### src/rtl/setting_manager_pkg.sv
// rtl/setting_manager_pkg.sv - FSM state encoding and counter-width helper
package setting_manager_pkg;

  typedef enum logic [1:0] {ST_IDLE, ST_WAIT, ST_REPEAT, ST_LOCK} state_t;

  // Bits needed to hold a counter running 0..n-1 (never less than 1).
  function automatic int clog2(input int n);
    int w;
    w = 1;
    while ((1 << w) < n) w++;
    return w;
  endfunction

endpackage

### src/rtl/setting_manager_key.sv
// rtl/setting_manager_key.sv - key_debouncer: 2-flop synchronizer plus tick-based debounce
module key_debouncer
  import setting_manager_pkg::*;
#(
  parameter int DEBOUNCE_TICKS = 10
) (
  input  logic clk,
  input  logic RESET_N,
  input  logic key,
  input  logic tick,
  output logic level
);

  localparam int CW = clog2(DEBOUNCE_TICKS);

  logic          sync1, sync2, deb;
  logic [CW-1:0] cnt;
  logic          flip;

  // The new level is presented during the flipping tick so the FSM can act on the same edge.
  assign flip  = tick && (sync2 != deb) && (cnt == CW'(DEBOUNCE_TICKS - 1));
  assign level = flip ? sync2 : deb;

  always_ff @(posedge clk or negedge RESET_N) begin
    if (!RESET_N) begin
      sync1 <= 1'b1;
      sync2 <= 1'b1;
      deb   <= 1'b1;
      cnt   <= '0;
    end else begin
      sync1 <= key;
      sync2 <= sync1;
      if (tick) begin
        if (sync2 == deb || flip) cnt <= '0;
        else                      cnt <= cnt + CW'(1);
        if (flip) deb <= sync2;
      end
    end
  end

endmodule

### src/rtl/setting_manager.sv
// rtl/setting_manager.sv - two-button setting register with debounce, auto-repeat, restore and load
module setting_manager
  import setting_manager_pkg::*;
#(
  parameter int WIDTH          = 8,
  parameter int MIN_VAL        = 0,
  parameter int MAX_VAL        = 255,
  parameter int DEFAULT_VAL    = 255,
  parameter int STEP           = 1,
  parameter int TICK_DIV       = 50000,
  parameter int DEBOUNCE_TICKS = 10,
  parameter int REPEAT_DELAY   = 500,
  parameter int REPEAT_RATE    = 100,
  parameter int WRAP           = 0
) (
  input  logic             clk,
  input  logic             RESET_N,
  input  logic             INC_KEY,
  input  logic             DEC_KEY,
  input  logic             LOAD,
  input  logic [WIDTH-1:0] LOAD_VAL,
  output logic [WIDTH-1:0] value,
  output logic             at_min,
  output logic             at_max,
  output logic             changed
);

  localparam int XW = WIDTH + 1;
  localparam int PW = clog2(TICK_DIV);
  localparam int RW = clog2((REPEAT_DELAY > REPEAT_RATE) ? REPEAT_DELAY : REPEAT_RATE);
  localparam logic [XW-1:0]    MAX_X  = XW'(MAX_VAL);
  localparam logic [XW-1:0]    MIN_X  = XW'(MIN_VAL);
  localparam logic [XW-1:0]    STEP_X = XW'(STEP);
  localparam logic [XW-1:0]    LOW_X  = XW'(MIN_VAL + STEP);
  localparam logic [WIDTH-1:0] MIN_W  = WIDTH'(MIN_VAL);
  localparam logic [WIDTH-1:0] MAX_W  = WIDTH'(MAX_VAL);
  localparam logic [WIDTH-1:0] DEF_W  = WIDTH'(DEFAULT_VAL);
  localparam logic [WIDTH-1:0] STEP_W = WIDTH'(STEP);

  logic [PW-1:0]    pre_cnt;
  logic             tick;
  logic             inc_lvl, dec_lvl, inc_p, dec_p;
  state_t           state;
  logic             dir_up;
  logic [RW-1:0]    rcnt, rep_lim;
  logic [WIDTH-1:0] value_prev, up_val, dn_val, load_clamp;
  logic [XW-1:0]    val_x, sum_x;

  assign tick = (pre_cnt == PW'(TICK_DIV - 1));

  always_ff @(posedge clk or negedge RESET_N) begin
    if (!RESET_N) pre_cnt <= '0;
    else          pre_cnt <= tick ? '0 : pre_cnt + PW'(1);
  end

  key_debouncer #(.DEBOUNCE_TICKS(DEBOUNCE_TICKS)) u_inc (
    .clk(clk), .RESET_N(RESET_N), .key(INC_KEY), .tick(tick), .level(inc_lvl)
  );
  key_debouncer #(.DEBOUNCE_TICKS(DEBOUNCE_TICKS)) u_dec (
    .clk(clk), .RESET_N(RESET_N), .key(DEC_KEY), .tick(tick), .level(dec_lvl)
  );

  assign inc_p = !inc_lvl;
  assign dec_p = !dec_lvl;

  // One extra bit keeps value+STEP from overflowing before the range compare.
  assign val_x = {1'b0, value};
  assign sum_x = val_x + STEP_X;

  always_comb begin
    up_val = sum_x[WIDTH-1:0];
    if (sum_x > MAX_X) up_val = (WRAP != 0 && value == MAX_W) ? MIN_W : MAX_W;
    dn_val = value - STEP_W;
    if (val_x < LOW_X) dn_val = (WRAP != 0 && value == MIN_W) ? MAX_W : MIN_W;
    load_clamp = LOAD_VAL;
    if ({1'b0, LOAD_VAL} < MIN_X)      load_clamp = MIN_W;
    else if ({1'b0, LOAD_VAL} > MAX_X) load_clamp = MAX_W;
  end

  assign rep_lim = (state == ST_WAIT) ? RW'(REPEAT_DELAY - 1) : RW'(REPEAT_RATE - 1);

  always_ff @(posedge clk or negedge RESET_N) begin
    if (!RESET_N) begin
      state      <= ST_IDLE;
      dir_up     <= 1'b0;
      rcnt       <= '0;
      value      <= DEF_W;
      value_prev <= DEF_W;
    end else begin
      value_prev <= value;
      if (tick) begin
        case (state)
          ST_IDLE: begin
            if (inc_p && dec_p) begin
              value <= DEF_W;
              state <= ST_LOCK;
            end else if (inc_p || dec_p) begin
              value  <= inc_p ? up_val : dn_val;
              dir_up <= inc_p;
              rcnt   <= '0;
              state  <= ST_WAIT;
            end
          end
          ST_WAIT, ST_REPEAT: begin
            if (inc_p && dec_p) begin
              value <= DEF_W;
              state <= ST_LOCK;
            end else if (!(dir_up ? inc_p : dec_p)) begin
              state <= ST_IDLE;
            end else if (rcnt == rep_lim) begin
              value <= dir_up ? up_val : dn_val;
              rcnt  <= '0;
              state <= ST_REPEAT;
            end else begin
              rcnt <= rcnt + RW'(1);
            end
          end
          ST_LOCK: if (!inc_p && !dec_p) state <= ST_IDLE;
          default: state <= ST_IDLE;
        endcase
      end
      // Load overrides any step taken on the same edge; FSM state is left alone.
      if (LOAD) value <= load_clamp;
    end
  end

  assign at_min  = (value == MIN_W);
  assign at_max  = (value == MAX_W);
  assign changed = (value != value_prev);

endmodule

### config.mk
export PLATFORM = sky130hd
export DESIGN_NAME = setting_manager
export DESIGN_NICKNAME = d
export VERILOG_FILES = /design/src/rtl/setting_manager_pkg.sv /design/src/rtl/setting_manager_key.sv /design/src/rtl/setting_manager.sv
export SDC_FILE = /design/constraint.sdc
export NUM_CORES = 1
export LEC_CHECK = 0
export BUFFER_PORTS_ARGS = -buffer_cell sky130_fd_sc_hd__clkbuf_2
export CAP_MARGIN = 20
export CORE_MARGIN = 2
export CORE_UTILIZATION = 35
export DETAILED_ROUTE_END_ITERATION = 8
export PLACE_DENSITY = 0.55
export SLEW_MARGIN = 40
export SYNTH_ARGS = -nofsm -noshare
export SYNTH_HDL_FRONTEND = slang
export SYNTH_SLANG_ARGS = --single-unit
### constraint.sdc
create_clock -name clk -period 2.7 [get_ports clk]
set_clock_uncertainty 0.2 [all_clocks]
set_input_delay 0.135 -clock clk [delete_from_list [all_inputs] [get_ports clk]]
set_output_delay 0.135 -clock clk [all_outputs]
set_load 0.02 [all_outputs]
-- Word level (Yosys, flattened, before mapping)
Cells that the tools add are included.
Widths: inputs -> output; s select.
- register bits after elaboration: 58
- input bits: 13
- output and inout bits: 11
- logic and storage cells: 99
- add/subtract/negate cells: 6
- order comparisons: 2
- eq/ne operators: 23
- multiplexer cells: 32
- bitwise operators: 1
- reductions and logical operators: 21
- operators with widths (cell ; count):
    $mux 8 ; 11
    $mux 9 ; 6
    $pmux 9 s2 ; 1
    $add 16x1->16 const B ; 1
    $eq 16x16->1 const B ; 1
    $mux 16 ; 1
    $ne 4x4->1 const B ; 4
    $pmux 8 s2 ; 1
    $mux 2 ; 6
    $ne 2x2->1 const B ; 5
    $add 8x1->9 const B ; 1
    $add 9x1->9 const B ; 1
    $eq 9x9->1 ; 1
    $gt 9x8->1 const B ; 1
    $add 4x1->4 const B ; 2
    $eq 4x4->1 const B ; 2
    $eq 8x8->1 const B ; 1
    $logic_not 8->1 ; 1
    $lt 8x1->1 const B ; 1
    $mux 4 ; 2
    $ne 8x8->1 ; 1
    $reduce_and 4->1 ; 2
    $sub 8x1->8 const B ; 1
    $logic_and 1x1->1 ; 6
    other kinds (16) ; 25

-- Depth between registers and ports, before layout
- depth in word-level cells: 11
- gate-level depth with buffers: 11
- depth with buffers taken out: 9

-- Modules after synthesis
Synthesis repeated with hierarchy kept, for this count alone.
- cells, all modules: 353
- area, all modules: 3459.6 um2
- modules (own cells, without submodules) (module ; instances ; cells each ; area each (um2) ; sequential area each (um2)):
    setting_manager ; 1 ; 299 ; 2746.4 ; 1121.1
    key_debouncer ; 2 ; 27 ; 356.6 ; 178.9

-- Worst setup path before layout
No wires, ideal clock.
- path type: flip-flop to flip-flop
- from: reg state[0]
- to: reg state[0]
- library setup time: 0.079 ns
- arrival time: 2.482 ns
- data required time: 2.421 ns
- slack: -0.062 ns
- stages on the path, launching flop included: 9
- path buffers: 0
- period minus slack after synthesis: 2.762 ns
- path through: dfrtp_1 -> ha_1 -> nor4_1 -> nor2_1 -> o41ai_2 -> inv_1 -> a31o_2 -> a221oi_1 -> mux2i_1
- cells in the longest elaborated chain, start to end: 5
- elaborated cells on any way between the ends: 12
- those cells by class: eq/ne (7); mux (2); reduce/logical (3)
- RTL lines (item ; RTL line ; RTL):
    start: declaration ; setting_manager.sv:43 ; state_t state;
    start signal: assignment ; setting_manager.sv:84 ; state <= ST_IDLE;
    start signal: assignment ; setting_manager.sv:96 ; state <= ST_LOCK;
    start signal: assignment ; setting_manager.sv:101 ; state <= ST_WAIT;
    $eq 2x1->1 ; setting_manager.sv:80, setting_manager.sv:92 ;
    $mux 9 ; setting_manager.sv:80 ; assign rep_lim = (state == ST_WAIT) ? RW'(REPEAT_DELAY - 1) : RW'(REPEAT_RATE - 1);
    $eq 9x9->1 ; setting_manager.sv:110 ; end else if (rcnt == rep_lim) begin
    $ne 4x4->1 (no line) ; n/a ;
    $reduce_and 4->1 (no line) ; n/a ;
Several ways; a longest one is shown, not always the timed one.
A chain may end at the register's enable or synchronous reset.

-- Worst setup path in the final report
- from: reg pre_cnt[0]
- to: reg rcnt[4]
- cells in the longest elaborated chain, start to end: 8
- elaborated cells on any way between the ends: 17
- those cells by class: eq/ne (5); mux (3); reduce/logical (9)
- RTL lines (item ; RTL line ; RTL):
    start: declaration ; setting_manager.sv:40 ; logic [PW-1:0] pre_cnt;
    start signal: assignment ; setting_manager.sv:53 ; else pre_cnt <= tick ? '0 : pre_cnt + PW'(1);
    $eq 16x16->1 (*) ; setting_manager.sv:49 ; assign tick = (pre_cnt == PW'(TICK_DIV - 1));
    $logic_and 1x1->1 (2 in series) ; setting_manager_key.sv:21 ; assign flip = tick && (sync2 != deb) && (cnt == CW'(DEBOUNCE_TICKS - 1));
    $mux 1 ; setting_manager_key.sv:22 ; assign level = flip ? sync2 : deb;
    $logic_not 1->1, on equally long branches ; setting_manager.sv:64, setting_manager.sv:63 ;
    $mux 1, or another cell as far along ; setting_manager.sv:108 ; end else if (!(dir_up ? inc_p : dec_p)) begin
    $ne 2x2->1 (no line) ; n/a ;
    $reduce_and 6->1 (no line) (*) ; n/a ;
    end signal: assignment ; setting_manager.sv:115 ; rcnt <= rcnt + RW'(1);
    end: declaration ; setting_manager.sv:45 ; logic [RW-1:0] rcnt, rep_lim;
Every way passes the cells marked *; elsewhere a longest branch is shown, timed or not.

==> qor.yml <==
cts:
  clkTransAtPathRegs_ns: 0.06
  cts_root_buffer: "clkbuf_8"
  clock_insertion_delay_worst_skew_ns: 0.35
  htree_levels: 3
  clock-sinks: 58
  cts_buffers: 9
  clockBufferDepth: 2
  cts_tree: "built"
place:
  gp_congestion: 0.8695
  dpl.cell_count: 572
  dp_hpwl_um: 6317
  portBuffers: 23
floorplanning:
  chipHeight_um: 105.1
  floorplan.initialDensity: 0.3624
  fp.dieArea_um2: 11040
  core_area_um2: 9864
  fp.dieW_um: 105.1
  row_count: 36
  ios: 24
synth:
  syn_avg_cell_area_um2: 9.382
  synth_flop_cell: "dfrtp_1"
  synthCells: 381
  seq_area_frac_synth: 0.4137
  syn_nets: 407
  synthTopCellsByArea: "dfrtp_1 25%, dfstp_2 16%, ha_1 4.6%"
  ys_ff_latch: 58
  synth-edff-count: 0
  synth_top_cell_area_share: 0.2520
  netlist-cell-type-count: 55
  synth_area_leader_cell: "dfrtp_1"
  ys.warnings.count: 0
  synth_area_um2: 3575
  async_flop_share: 1.000
critical_path:
  arrival_ns: 2.75
  path_class: "register to register"
  endpoint_kind: "register"
  start_kind: "register"
  r2r_cells: 11
  path_max_fanout: 11
  cp.required_ns: 2.73
finish:
  final_cells: 606
  layout-drive-gt1-share: 0.3531
  finalNetCount: 494
  fill_cells: 916
  layout_common_cells: "52 x buf_4, 36 x dfrtp_1, 32 x nand2_1"
  n_antenna_cell: 0
  fin_util: 0.4900
  areaGrowthSynthToFinish_pct: 35.21
  final_common_cell: "buf_4"
routing:
  vias: 3221
  ant_nets: 0
  drt_iter0_drc: 119
  avgRoutedWirePerCell_um: 15.32
  viasPerCell: 5.315
  drt-total-wl_um: 9286
  route.detailed.drc: 0
  first_pass_iters: 4
global_route:
  grt_pass1_vias: 3093
  grt_pass1_wl_um: 15170
  grt_use_total: 0.1711
  grt_max_degree: 59
  grt_overflow: 0
  antenna_found_initial: 0
min_path:
  holdPathStages: 4
  hp-class: "input port to register"
sta:
  fmax_mhz: 368.1
  setup_ws_ns: -0.01642
  fin_crit_ns: 2.716
  tightest_slew_ns: 0.4248
  min_period_over_period: 1.006
  finalHoldWorstSlack_ns: 0.01161
  tns_ns: -0.02289
  rsz0062_at_grt: "yes"
  finalHoldViolCount: 0
  maxSlewHeadroom: 0.7148
  slew_viol_final: 0
  setup_viol_count_final: 4
power:
  p_switching_uw: 500.2
  power_frac_comb: 0.108
  irDropWorstVdd_uv: 183.4
  leakage_uw: 0.002108
  internal-power_uw: 1464
  clock_power_share: 0.405
  switching_share: 0.2546
  power_density_nw_per_um2: 406.4
  seqPwrFrac: 0.487
job:
  max_cap_viol_count: 0
outcome:
  status: "finished, violations left"
  violations: "negative setup slack"
==> sequential cells by signal, indices dropped and copies added, names as in the netlist <==
signal and count:
u_dec.deb 1, state 2, u_dec.sync1 1, u_inc.cnt 4, u_inc.sync1 1, pre_cnt 16
u_dec.cnt 4, u_inc.sync2 1, u_inc.deb 1, value_prev 8, u_dec.sync2 1, dir_up 1
rcnt 9, value 8
==> worst max-delay path, stage by stage (launching register included) <==
cell	delay (ns)
dfrtp_1	0.38
ha_1	0.21
and3_2	0.21
and4_4	0.24
buf_4	0.17
and3_4	0.20
a2111oi_4	0.31
nor4_2	0.10
buf_4	0.16
buf_8	0.13
o21ai_0	0.19
o31ai_1	0.10
==> power groups by stage <==
stage / Combinational (µW) / Clock (µW) / Sequential [µW]
after floorplan: 123 / 0 / 963
final: 213 / 795 / 956
after global placement: 200 / 0 / 968
after global routing: 240 / 852 / 960
after detailed placement: 204 / 0 / 969
after CTS: 216 / 823 / 955
==> per-stage QoR <==
| stage | worst slack (ns) | cell area (µm²) | total power, µW |
|---|---|---|---|
| 2_1_floorplan | 0.01500 | 3586 | 1085 |
| 3_3_place_gp | -0.08961 | 4203 | 1168 |
| 3_5_place_dp | -0.1420 | 4203 | 1173 |
| 4_1_cts | -0.001018 | 4632 | 1994 |
| 5_1_grt | -0.1147 | 4833 | 2052 |
| 6_report | -0.01642 | 4833 | 1964 |
==> cells in the mapped netlist (3+ instances only) <==
| master | count |
|---|---|
| nand3_1 | 18 |
| buf_2 | 4 |
| dfrtp_1 | 36 |
| nor3_1 | 9 |
| mux2i_1 | 8 |
| a21o_1 | 4 |
| a21oi_1 | 10 |
| and2_1 | 3 |
| or4_1 | 3 |
| o41ai_1 | 4 |
| clkbuf_1 | 10 |
| nor2b_1 | 6 |
| nand4_1 | 3 |
| dfstp_2 | 22 |
| xor2_1 | 15 |
| o21ai_0 | 29 |
| nand2b_1 | 8 |
| a2111oi_0 | 4 |
| o31ai_1 | 9 |
| or3_1 | 4 |
| and3_1 | 14 |
| a41oi_1 | 3 |
| nand3b_1 | 3 |
| xnor2_1 | 7 |
| nand2_1 | 33 |
| nor4_1 | 9 |
| mux2_2 | 5 |
| o211ai_1 | 4 |
| ha_1 | 13 |
| inv_1 | 16 |
| nor2_1 | 32 |
==> layout make-up <==
| class | count | area (µm²) | share of cell area |
|---|---|---|---|
| multi-input combinational | 293 | 2241 | 0.4636 |
| sequential | 58 | 1479 | 0.3060 |
| timing repair buffer | 90 | 685.7 | 0.1419 |
| clock buffer | 15 | 196.4 | 0.04064 |
| tap | 133 | 166.4 | 0.03443 |
| inverter | 16 | 60.06 | 0.01243 |
| clock inverter | 1 | 5.005 | 0.001035 |
==> routing by layer <==
layer  up-vias  share of wire  GRT usage
li1       1577              -          -
met1      1583           0.47     0.2301
met2        47           0.48     0.2667
met3        14          0.031    0.02994
met4         0          0.020    0.08095
met5         -              0          0
==> final timing paths <==
check                                           start               endpoint  slack, ns
worst min register to register  u_inc.sync1$_DFF_PN1_  u_inc.sync2$_DFF_PN1_       0.15
worst max register to register   pre_cnt[0]$_DFF_PN0_    rcnt[4]$_DFFE_PN0P_      -0.02
max in group asynchronous                     RESET_N  u_inc.sync1$_DFF_PN1_       1.86
min in group asynchronous                     RESET_N  pre_cnt[15]$_DFF_PN0_       0.13
worst min-delay path                      LOAD_VAL[2]   value[2]$_DFFE_PN1P_       0.01
worst max-delay path             pre_cnt[0]$_DFF_PN0_    rcnt[4]$_DFFE_PN0P_      -0.02
==> repair_timing <==
action | CTS | global route
hold buffers | 8 | 0
hold endpoints to repair | 65 | 0
gates resized for setup | 29 | 39
pin swaps | 6 | 16
setup endpoints to repair | 18 | 19
setup buffers | 8 | 2
==> logic make-up (layout without fill, tap and decap cells) <==
family          count (synthesis)  in the layout  synth area share
compound gates                 89             89            0.1803
xor+xnor                       22             22           0.05390
fa+ha+maj                      13             13           0.04550
buf+inv                        30            122           0.03290
flops                          58             58            0.4137
mux                            13             13           0.03815
simple gates                  156            156            0.2356
Note: power is estimated with default switching activity, not from simulation.
